<file path="config.mk">
export PLATFORM = sky130hd
export DESIGN_NAME = i2c_target_regfile
export DESIGN_NICKNAME = d
export VERILOG_FILES = /design/src/rtl/i2c_target_regfile.sv
export SDC_FILE = /design/constraint.sdc
export NUM_CORES = 1
export LEC_CHECK = 0
export ABC_AREA = 1
export CAP_MARGIN = 20
export CORE_ASPECT_RATIO = 0.6
export CORE_MARGIN = 3
export CORE_UTILIZATION = 54
export CTS_CLUSTER_DIAMETER = 120
export DETAILED_ROUTE_END_ITERATION = 12
export PLACE_DENSITY = 0.83
export SYNTH_ARGS = -nofsm -noshare
export SYNTH_HDL_FRONTEND = slang
export SYNTH_SLANG_ARGS = --single-unit
</file>
<file path="constraint.sdc">
create_clock -name clk -period 5.5 [get_ports clk]
set_input_delay 0.825 -clock clk [delete_from_list [all_inputs] [get_ports clk]]
set_output_delay 0.825 -clock clk [all_outputs]
set_load 0.01 [all_outputs]
</file>
<file path="src/rtl/i2c_target_regfile.sv">
// I2C target with a DEPTH-byte register file, register pointer with auto-increment,
// repeated START support and NACK on address mismatch. SCL/SDA are oversampled on clk.
module i2c_target_regfile #(
   parameter logic [6:0]  ADDR        = 7'b1101111,
   parameter int unsigned DEPTH       = 16,
   parameter int unsigned SYNC_STAGES = 2,
   localparam int unsigned PW         = $clog2(DEPTH)
) (
   input  logic          clk,
   input  logic          rst,
   input  logic          scl_i,
   input  logic          sda_i,
   output logic          sda_oe,
   input  logic          lcl_we,
   input  logic [PW-1:0] lcl_idx,
   input  logic [7:0]    lcl_wdata,
   output logic [7:0]    lcl_rdata,
   output logic          wr_strobe,
   output logic [PW-1:0] wr_idx,
   output logic [7:0]    wr_data,
   output logic          busy
);

   localparam int unsigned CW = 4;

   typedef enum logic [3:0] {
      S_IDLE,
      S_ADDR,
      S_ACK_A,
      S_PTR,
      S_ACK_P,
      S_WDATA,
      S_ACK_W,
      S_RDATA,
      S_RACK,
      S_RLOAD,
      S_WAIT_STOP
   } state_e;

   logic [SYNC_STAGES-1:0] scl_sync_q, sda_sync_q;
   logic                   scl_prev_q, sda_prev_q;
   logic                   scl_s, sda_s;
   logic                   scl_rise_c, scl_fall_c, start_c, stop_c;

   state_e        state_q, state_d;
   logic [CW-1:0] cnt_q, cnt_d;
   logic [7:0]    sh_q, sh_d;
   logic [PW-1:0] ptr_q, ptr_d;
   logic          rw_q, rw_d;
   logic          sda_oe_q, sda_oe_d;
   logic          busy_q, busy_d;
   logic          wr_strobe_q, wr_strobe_d;
   logic [PW-1:0] wr_idx_q, wr_idx_d;
   logic [7:0]    wr_data_q, wr_data_d;

   logic [7:0]    regs_q [DEPTH];
   logic [7:0]    rx_byte_c;
   logic [7:0]    rd_byte_c;
   logic          last_bit_c;
   logic          commit_c;

   // Synchroniser and history flops free-run through reset so that edges seen
   // after reset reflect genuine bus activity rather than reset artefacts.
   always_ff @(posedge clk) begin
      scl_sync_q <= {scl_sync_q[SYNC_STAGES-2:0], scl_i};
      sda_sync_q <= {sda_sync_q[SYNC_STAGES-2:0], sda_i};
      scl_prev_q <= scl_sync_q[SYNC_STAGES-1];
      sda_prev_q <= sda_sync_q[SYNC_STAGES-1];
   end

   // Bus event decode from the synchronised lines.
   always_comb begin
      scl_s      = scl_sync_q[SYNC_STAGES-1];
      sda_s      = sda_sync_q[SYNC_STAGES-1];
      scl_rise_c = scl_s & ~scl_prev_q;
      scl_fall_c = ~scl_s & scl_prev_q;
      start_c    = scl_s & scl_prev_q & sda_prev_q & ~sda_s;
      stop_c     = scl_s & scl_prev_q & ~sda_prev_q & sda_s;
      rx_byte_c  = {sh_q[6:0], sda_s};
      last_bit_c = (cnt_q == CW'(7));
      rd_byte_c  = regs_q[ptr_q];
   end

   // State register and registered outputs.
   always_ff @(posedge clk) begin
      if (rst) begin
         state_q     <= S_IDLE;
         cnt_q       <= '0;
         sh_q        <= '0;
         ptr_q       <= '0;
         rw_q        <= 1'b0;
         sda_oe_q    <= 1'b0;
         busy_q      <= 1'b0;
         wr_strobe_q <= 1'b0;
         wr_idx_q    <= '0;
         wr_data_q   <= '0;
      end else begin
         state_q     <= state_d;
         cnt_q       <= cnt_d;
         sh_q        <= sh_d;
         ptr_q       <= ptr_d;
         rw_q        <= rw_d;
         sda_oe_q    <= sda_oe_d;
         busy_q      <= busy_d;
         wr_strobe_q <= wr_strobe_d;
         wr_idx_q    <= wr_idx_d;
         wr_data_q   <= wr_data_d;
      end
   end

   // Next-state logic; ACK states use sda_oe_q to tell the driving half from the release half.
   always_comb begin
      state_d     = state_q;
      cnt_d       = cnt_q;
      sh_d        = sh_q;
      ptr_d       = ptr_q;
      rw_d        = rw_q;
      sda_oe_d    = sda_oe_q;
      busy_d      = busy_q;
      wr_strobe_d = 1'b0;
      wr_idx_d    = wr_idx_q;
      wr_data_d   = wr_data_q;
      commit_c    = 1'b0;

      if (start_c) begin
         state_d  = S_ADDR;
         cnt_d    = '0;
         sda_oe_d = 1'b0;
      end else if (stop_c) begin
         state_d  = S_IDLE;
         cnt_d    = '0;
         sda_oe_d = 1'b0;
         busy_d   = 1'b0;
      end else begin
         unique case (state_q)
            S_IDLE: begin
            end
            S_ADDR: begin
               if (scl_rise_c) begin
                  sh_d  = rx_byte_c;
                  cnt_d = cnt_q + CW'(1);
                  if (last_bit_c) begin
                     cnt_d = '0;
                     if (rx_byte_c[7:1] == ADDR) begin
                        rw_d    = rx_byte_c[0];
                        busy_d  = 1'b1;
                        state_d = S_ACK_A;
                     end else begin
                        busy_d  = 1'b0;
                        state_d = S_IDLE;
                     end
                  end
               end
            end
            S_ACK_A: begin
               if (scl_fall_c) begin
                  if (!sda_oe_q) begin
                     sda_oe_d = 1'b1;
                  end else if (rw_q) begin
                     sh_d     = {rd_byte_c[6:0], 1'b0};
                     sda_oe_d = ~rd_byte_c[7];
                     cnt_d    = CW'(1);
                     state_d  = S_RDATA;
                  end else begin
                     sda_oe_d = 1'b0;
                     state_d  = S_PTR;
                  end
               end
            end
            S_PTR: begin
               if (scl_rise_c) begin
                  sh_d  = rx_byte_c;
                  cnt_d = cnt_q + CW'(1);
                  if (last_bit_c) begin
                     cnt_d   = '0;
                     ptr_d   = rx_byte_c[PW-1:0];
                     state_d = S_ACK_P;
                  end
               end
            end
            S_ACK_P, S_ACK_W: begin
               if (scl_fall_c) begin
                  if (!sda_oe_q) begin
                     sda_oe_d = 1'b1;
                  end else begin
                     sda_oe_d = 1'b0;
                     state_d  = S_WDATA;
                  end
               end
            end
            S_WDATA: begin
               if (scl_rise_c) begin
                  sh_d  = rx_byte_c;
                  cnt_d = cnt_q + CW'(1);
                  if (last_bit_c) begin
                     cnt_d       = '0;
                     commit_c    = 1'b1;
                     wr_strobe_d = 1'b1;
                     wr_idx_d    = ptr_q;
                     wr_data_d   = rx_byte_c;
                     ptr_d       = ptr_q + PW'(1);
                     state_d     = S_ACK_W;
                  end
               end
            end
            S_RDATA: begin
               if (scl_fall_c) begin
                  if (cnt_q == CW'(8)) begin
                     sda_oe_d = 1'b0;
                     cnt_d    = '0;
                     state_d  = S_RACK;
                  end else begin
                     sda_oe_d = ~sh_q[7];
                     sh_d     = {sh_q[6:0], 1'b0};
                     cnt_d    = cnt_q + CW'(1);
                  end
               end
            end
            S_RACK: begin
               if (scl_rise_c) begin
                  ptr_d   = ptr_q + PW'(1);
                  state_d = sda_s ? S_WAIT_STOP : S_RLOAD;
               end
            end
            S_RLOAD: begin
               if (scl_fall_c) begin
                  sh_d     = {rd_byte_c[6:0], 1'b0};
                  sda_oe_d = ~rd_byte_c[7];
                  cnt_d    = CW'(1);
                  state_d  = S_RDATA;
               end
            end
            S_WAIT_STOP: begin
            end
            default: begin
               state_d  = S_IDLE;
               sda_oe_d = 1'b0;
            end
         endcase
      end
   end

   // Register file: local write first, a same-cycle bus commit overrides it.
   always_ff @(posedge clk) begin
      if (rst) begin
         for (int unsigned i = 0; i < DEPTH; i++) begin
            regs_q[i] <= '0;
         end
      end else begin
         if (lcl_we) begin
            regs_q[lcl_idx] <= lcl_wdata;
         end
         if (commit_c) begin
            regs_q[ptr_q] <= rx_byte_c;
         end
      end
   end

   assign lcl_rdata = regs_q[lcl_idx];
   assign sda_oe    = sda_oe_q;
   assign busy      = busy_q;
   assign wr_strobe = wr_strobe_q;
   assign wr_idx    = wr_idx_q;
   assign wr_data   = wr_data_q;

endmodule

</file>
==> results of run 1 <==
[path summary, 6_finish.rpt]
kind                          from                     end  slack, ns  cells past startpoint
max reg2reg  cnt_q[0]$_SDFFE_PP0P_  regs_q[1][2]$_DFFE_PP_       1.84                      9
min reg2reg  sda_sync_q[0]$_DFF_P_   sda_sync_q[1]$_DFF_P_       0.33                      0
max                     lcl_idx[1]            lcl_rdata[7]       1.17                      7
min          sda_sync_q[0]$_DFF_P_   sda_sync_q[1]$_DFF_P_       0.33                      0
[logic make-up (layout without fill, tap and decap cells)]
kind of cell / Yosys count / after routing / synth area share
xor+xnor: 2 / 2 / 0.00172
simple gates: 557 / 557 / 0.258
compound gates: 322 / 322 / 0.184
flops: 174 / 174 / 0.467
buf+inv: 200 / 190 / 0.0827
fa+ha+maj: 6 / 6 / 0.00735
[state kept, by name, indices dropped and copies added (netlist names), 2 cells and up, named ones only]
signal	flops
cnt_q	4
ptr_q	4
regs_q	128
scl_sync_q	2
sda_sync_q	2
sh_q	8
state_q	4
wr_data	8
wr_idx	4
[layout make-up]
class                           instances  area share
Sequential cell                       174       0.426
Timing Repair Buffer                   50      0.0441
Tap cell                              240      0.0268
Clock inverter                         10     0.00772
Clock buffer                           22      0.0472
Inverter                              108      0.0362
Multi-Input combinational cell        887       0.412
[layer usage]
| layer | global-route usage | wire length (um) |
|---|---|---|
| met5 | 0 | 0 |
| met4 | 0.126 | 1130 |
| met3 | 0.166 | 7040 |
| met2 | 0.473 | 14700 |
| met1 | 0.557 | 15700 |
[synthesized netlist by cell type]
master	instances	area, sq um
sky130_fd_sc_hd__nand3_1	232	1160
sky130_fd_sc_hd__nand2_1	162	608
sky130_fd_sc_hd__edfxtp_1	128	3840
sky130_fd_sc_hd__nor2_1	116	435
sky130_fd_sc_hd__inv_1	105	394
sky130_fd_sc_hd__o21ai_1	100	500
sky130_fd_sc_hd__o21ai_0	84	420
sky130_fd_sc_hd__o211ai_1	64	480
sky130_fd_sc_hd__clkbuf_1	50	188
sky130_fd_sc_hd__dfxtp_1	46	921
sky130_fd_sc_hd__a21oi_1	35	175
sky130_fd_sc_hd__a22oi_1	32	240
sky130_fd_sc_hd__buf_1	24	90.1
sky130_fd_sc_hd__nand3b_1	14	105
sky130_fd_sc_hd__nand4_1	11	68.8
sky130_fd_sc_hd__buf_6	9	101
sky130_fd_sc_hd__nand3_4	9	158
sky130_fd_sc_hd__buf_2	8	40.0
sky130_fd_sc_hd__ha_1	6	75.1
sky130_fd_sc_hd__nor3_1	4	20.0
sky130_fd_sc_hd__o221ai_1	4	35.0
sky130_fd_sc_hd__inv_2	2	7.51
sky130_fd_sc_hd__nand2_2	2	12.5
sky130_fd_sc_hd__nand3_2	2	20.0
sky130_fd_sc_hd__nor2_2	2	12.5
sky130_fd_sc_hd__xor2_1	2	17.5
sky130_fd_sc_hd__buf_12	1	20.0
sky130_fd_sc_hd__clkinv_1	1	3.75
sky130_fd_sc_hd__nor2_4	1	11.3
sky130_fd_sc_hd__nor3_4	1	16.3
sky130_fd_sc_hd__o21a_1	1	7.51
sky130_fd_sc_hd__o21ai_2	1	8.76
sky130_fd_sc_hd__o31ai_1	1	7.51
sky130_fd_sc_hd__or2_2	1	6.26
[power by group through the flow]
stage	logic, mW	clock network, mW	registers, mW
5_1_grt	0.905	1.32	1.61
6_report	0.843	1.27	1.61
3_3_place_gp	0.785	0	1.63
3_5_place_dp	0.801	0	1.63
2_1_floorplan	0.530	0	1.57
4_1_cts	0.804	1.27	1.60
==> metrics list, run 1 <==
* Count of standard-cell rows: 38
- Once layout is complete, the utilization of the core stands at 0.611.
- Routability congestion estimate: 1.10
- The cell area that synthesis handed to floorplanning was 10200 sq um.
* Final Critical Period: 4.33 ns
- Total congestion overflow after global routing: 0
* Post-detailed-route DRC marker count: 0
* Reg power frac: 0.432
- In this run the worst hold path is classified as flip-flop to flip-flop.
- For this run, the slowest stage of the critical path takes 1.02 ns.
* Final worst-path setup slack: 1.17 ns
- Antenna-violating nets left: 0
- Across all hold checks on the routed design, the worst slack comes to 0.327 ns.
* Final Instance Area: 11200 sq um
- CP required: 4.68 ns
- Slew @ Worst Pin: 1.20 ns
* Width of the die: 184 um
- In the finished design, the share of the clock period the worst path needs comes to 0.787.
- Setup violations remaining at the end of the flow were counted as 0.
* Post-synthesis area per instance: 8.10 sq um
* Most common cell after layout, fill and taps aside: sky130_fd_sc_hd__nand3_1
* Number of pins with negative max-slew slack in the final report: 0
* Detailed Routing Iterations Pass 1: 10
- Num Clock Sinks: 174
- Ratio of routed vias to standard cells: 6.70
* Fraction of layout instances using a drive strength above 1: 0.0544
- For this design the total switching power over the nets is 1.31 mW.
* Status: completed
* Buffers added on ports: 39
- Registers take 4770 sq um.
- For the final database, setup skew stands at 0.0125 ns.
- CTS placed an instance of sky130_fd_sc_hd__clkbuf_16 at the clock tree root.
- Final HPWL DP: 27.3 mm
- Clock share of power: 0.341
- Synthesis produced a netlist whose cell count is 1261.
- Most frequent cells in the layout: sky130_fd_sc_hd__nand3_1, sky130_fd_sc_hd__nand2_1, sky130_fd_sc_hd__edfxtp_1
- STA puts the critical path data arrival time at 3.51 ns.
- For this run, the total global-route usage over all layers was measured as 0.373.
- Worst-path fanout max: 18
- Setup slack at placement: 1.29 ns
- The internal power of the cells totals 2.42 mW.
* Critical-path cell with the highest stage delay: sky130_fd_sc_hd__clkdlybuf4s50_1
- Setup CP Type: input port to primary output
- In this design, the largest share of critical-path delay is due to buffers and inverters.
- Diode count: 0
- For this run, the register share of the synthesized area comes to 0.467.
- Detailed-route wire length per cell: 25.9 um
* CTS tree: yes
- DP Cell Count: 1458
* Setup TNS: 0 ns
- Number of antenna violations at the first check in global routing: 0
* Peak VDD IR: 208 uV
- Power spread over the standard cell area amounts to 333 nW/um^2.
- Overall via count from detail_route: 9990
- Footprint of the multi-input gates: 4610 sq um
- Crit path buf inv count: 3
* Post-CTS repair timing setup buffer count: 0
* Cell variety after synth: 34
- For this design the static power due to leakage is 3.83 nW.
- Height of the die: 113 um
- Of the total power, the share spent switching nets is 0.351.
- Number of nets in the layout: 1261
* Maximum capacitance violations: 0
- The longest clock path from root to sink contains 2 buffers.
* Number of hold violations in the final report: 0
* Area growth from synthesis to layout: 9.56%
- The floorplan step defined a die boundary enclosing 20700 sq um.
- Sum of internal, switching and leakage power: 3.72 mW
- At the later pin of the worst-skew pair, clock insertion delay measures 0.45 ns.
- Cell-by-cell listing of the critical path: clkdlybuf4s50_1 -> buf_4 -> nand2_1 -> o221ai_1 -> nand2_1 -> nand4_1 -> clkdlybuf4s50_1
- Worst slew margin relative to its limit: 0.199
* Combinational fraction of design power: 0.226
- Entering global routing, the biggest net connects 55 pins.
* Starting utilization of the core area: 0.558
- Unrepaired setup endpoints after global routing: no
* Critical Path Source Type: input port
- Global-route wire length before repair: 56.7 mm
- Synthesis inferred 174 register bits.
* Clock buffer count from CTS: 17
- Filler cell count: 1568
- Once the clock tree was built, the resizer swapped 0 gates to a different size.
- Yosys printed 0 warnings.
- Synthesized net count: 1284
* Crit. End Element: primary output
* Core area: 18300 sq um
- For this run, the number of standard cells in the final layout without fillers is 1491.
* DRT Wirelength: 38.5 mm
- CTS Hold Bufs: 0
- Timing would allow up to 231 MHz.
* Depth of the CTS H-tree: 4
* Clk pin slew, worst setup/hold paths: 0.07 ns
- Once placement finished, the instance area stood at 10500 sq um.
- In this run, the number of DRC markers left after iteration 0 of detailed routing was 1746.
- Number of primary I/O pins: 40
* Vias in the first global route: 9042
(Power assumes the default switching activity.)
==> inputs of run 2 (changes only) <==
PLACE_DENSITY = 0.86   (was 0.83)
clock period = 3.7 ns   (was 5.5 ns; I/O delays follow)
==> metrics list, run 2 (same netlist as run 1, synthesis figures left out) <==
- Of the total power, the clock network draws 0.343.
- The number of global-route vias before repair was 8995.
- After routing the design area is 11400 sq um.
- regs_q holds more flip-flops than any other register.
- Combinational fraction of design power: 0.226
- For the final database, setup skew stands at 0.0123 ns.
- Adding up every negative setup slack in the final design gives 0 ns.
* Status: completed
* Starting utilization of the core area: 0.558
* Clock root buffer master: sky130_fd_sc_hd__clkbuf_16
* Power density over the cells: 488 nW/um^2
- The library cell used most frequently in the layout, excluding fill and tap cells, is sky130_fd_sc_hd__nand3_1.
* Clock buffer depth: 2
- DRT Wirelength: 38.6 mm
- Summed over all nets, the switching power comes to 1.96 mW.
* Number of antenna violations at the first check in global routing: 0
- Input and output buffers added on the ports amount to 39.
- Final cycle utilization of the critical path: 0.918
- On the critical path, the stage with the largest delay is an instance of sky130_fd_sc_hd__clkdlybuf4s50_1.
* Height of the die: 113 um
- After global routing the overflow that remains totals 0.
- Worst slew margin relative to its limit: 0.192
- Reg power frac: 0.431
- Filler cell count: 1585
- Detailed-route wire length per cell: 25.5 um
* Switching part of the total power: 0.353
- Setup violations remaining at the end of the flow were counted as 0.
- Width of the die: 184 um
- The wire-length estimate of the detail-placed layout is 26.4 mm.
* Type of the worst min-delay path: flip-flop to flip-flop
- Number of pins with negative max-slew slack in the final report: 0
* Antenna-violating nets left: 0
* Count of standard-cell rows: 38
- From synthesis to final layout, the design area changed by 11.2%.
- TritonCTS built the clock tree.
- Depth of the CTS H-tree: 4
- Crit. End Element: primary output
- On the worst path, the slowest cell contributes a delay of 0.65 ns.
- CTS saw 174 sinks.
* Footprint of the multi-input gates: 4610 sq um
* Most frequent cells in the layout: sky130_fd_sc_hd__nand3_1, sky130_fd_sc_hd__nand2_1, sky130_fd_sc_hd__edfxtp_1
- The sequential cells in the finished layout cover a total of 4770 sq um.
- Routability congestion estimate: 1.04
* Post-CTS repair timing setup buffer count: 0
- The critical path is of the input port to primary output type.
- DIE AREA: 20700 sq um
* Maximum number of pins on one net before global-route repair: 100
* Core area: 18300 sq um
- In this run the count of I/O pins placed on the die edge is 40.
- Critical Path Source Type: input port
* Cell-by-cell listing of the critical path: clkdlybuf4s50_1 -> buf_4 -> nand2_1 -> o221ai_1 -> nand2_1 -> nand4_1 -> clkdlybuf4s50_1
* Post-detailed-route DRC marker count: 0
- Before CTS, the worst setup slack after placement is 0.355 ns.
* Number of flip-flops under the largest register name: 128
- The final route contains 10200 vias.
- Ratio of routed vias to standard cells: 6.72
- Peak VDD IR: 519 uV
- Slew @ Worst Pin: 1.21 ns
* Number of nets in the layout: 1284
- Global-route wire length before repair: 56.3 mm
- The first TritonRoute pass finished after 7 iterations.
* Clock buffer count from CTS: 17
- Worst-path fanout max: 26
- Setup repair after global routing left no endpoint under its margin.
- Sum of met2 wire segment lengths after detailed routing: 14.5 mm
- Clock-pin slew was measured on the worst setup and hold paths at 0.07 ns.
- CTS Hold Bufs: 0
* Final Critical Period: 3.40 ns
- Max-cap violations in this run came to 0.
- In the global route stage, overall resource usage came out at 0.372.
- DRT iter0 DRCs: 2316
- Worst-skew pair later-pin latency: 0.46 ns
* Maximum clock frequency: 294 MHz
* Internal Dissipation: 3.58 mW
* Area after detailed placement: 10800 sq um
* Diode count: 0
* Highest metal layer with signal wires: met4
- After clock tree synthesis, the repair step resized 0 gates.
- For this block, wires on met1 add up to 15.2 mm.
- Fraction of layout instances using a drive strength above 1: 0.0714
* CP required: 3.14 ns
* Final worst-path setup slack: 0.303 ns
* Met3 WL post-DR: 7.61 mm
- Leakage power: 3.93 nW
- Data arrival time of the worst path: 2.84 ns
* Number of hold violations in the final report: 0
run 2: cell count changes in the layout (fill, tap and decap cells not counted), sizes merged:
cell,delta
buf,+23
inv,+1
clkinvlp,+3
clkinv,-1
bufinv,+2
clkbuf,-5
run 2: power groups by stage:
stage | sequential, mW | clock [mW] | combinational [mW]
2_1_floorplan | 2.34 | 0 | 0.788
3_3_place_gp | 2.41 | 0 | 1.17
3_5_place_dp | 2.41 | 0 | 1.19
4_1_cts | 2.37 | 1.88 | 1.19
5_1_grt | 2.39 | 1.98 | 1.34
6_report | 2.39 | 1.90 | 1.25
run 2: final timing paths:
check | from | end | slack (ns) | cells past startpoint
setup / recovery | lcl_idx[1] | lcl_rdata[7] | 0.30 | 7
hold / removal | scl_sync_q[0]$_DFF_P_ | scl_sync_q[1]$_DFF_P_ | 0.33 | 0
setup reg to reg | cnt_q[0]$_SDFFE_PP0P_ | regs_q[2][2]$_DFFE_PP_ | 0.64 | 9
hold reg to reg | scl_sync_q[0]$_DFF_P_ | scl_sync_q[1]$_DFF_P_ | 0.33 | 0
run 2: area by class of cell:
| class | instances | area share |
|---|---|---|
| flip-flops and latches | 174 | 0.420 |
| multi-input cells | 887 | 0.406 |
| repair buffers | 73 | 0.0591 |
| clock buffers | 17 | 0.0375 |
| inverters | 108 | 0.0357 |
| well taps | 240 | 0.0264 |
| clock inverters | 15 | 0.0156 |
run 2: per-stage QoR:
| step | utilization | total power, mW | std cells | hold WS (ns) |
|---|---|---|---|---|
| 3_5_place_dp | 0.587 | 3.60 | 1482 | 0.314 |
| 2_1_floorplan | - | 3.13 | 1261 | 0.310 |
| 4_1_cts | 0.620 | 5.45 | 1514 | 0.330 |
| 6_report | 0.620 | 5.54 | 1514 | 0.329 |
| 5_1_grt | 0.620 | 5.71 | 1514 | 0.344 |
| 3_3_place_gp | 0.587 | 3.58 | 1482 | 0.311 |
run 2: per-layer routing:
layer	up-vias	global-route usage
met2	948	0.474
met4	0	0.126
met1	4631	0.538
met3	109	0.192
met5	-	0
li1	4481	-
run 2: worst max-delay path: cells and delay by family:
kind	cells	cell delay [ns]
AO/OA/AOI/OAI	1	0.25
buffers and inverters	3	1.61
AND/OR/NAND/NOR	3	0.43
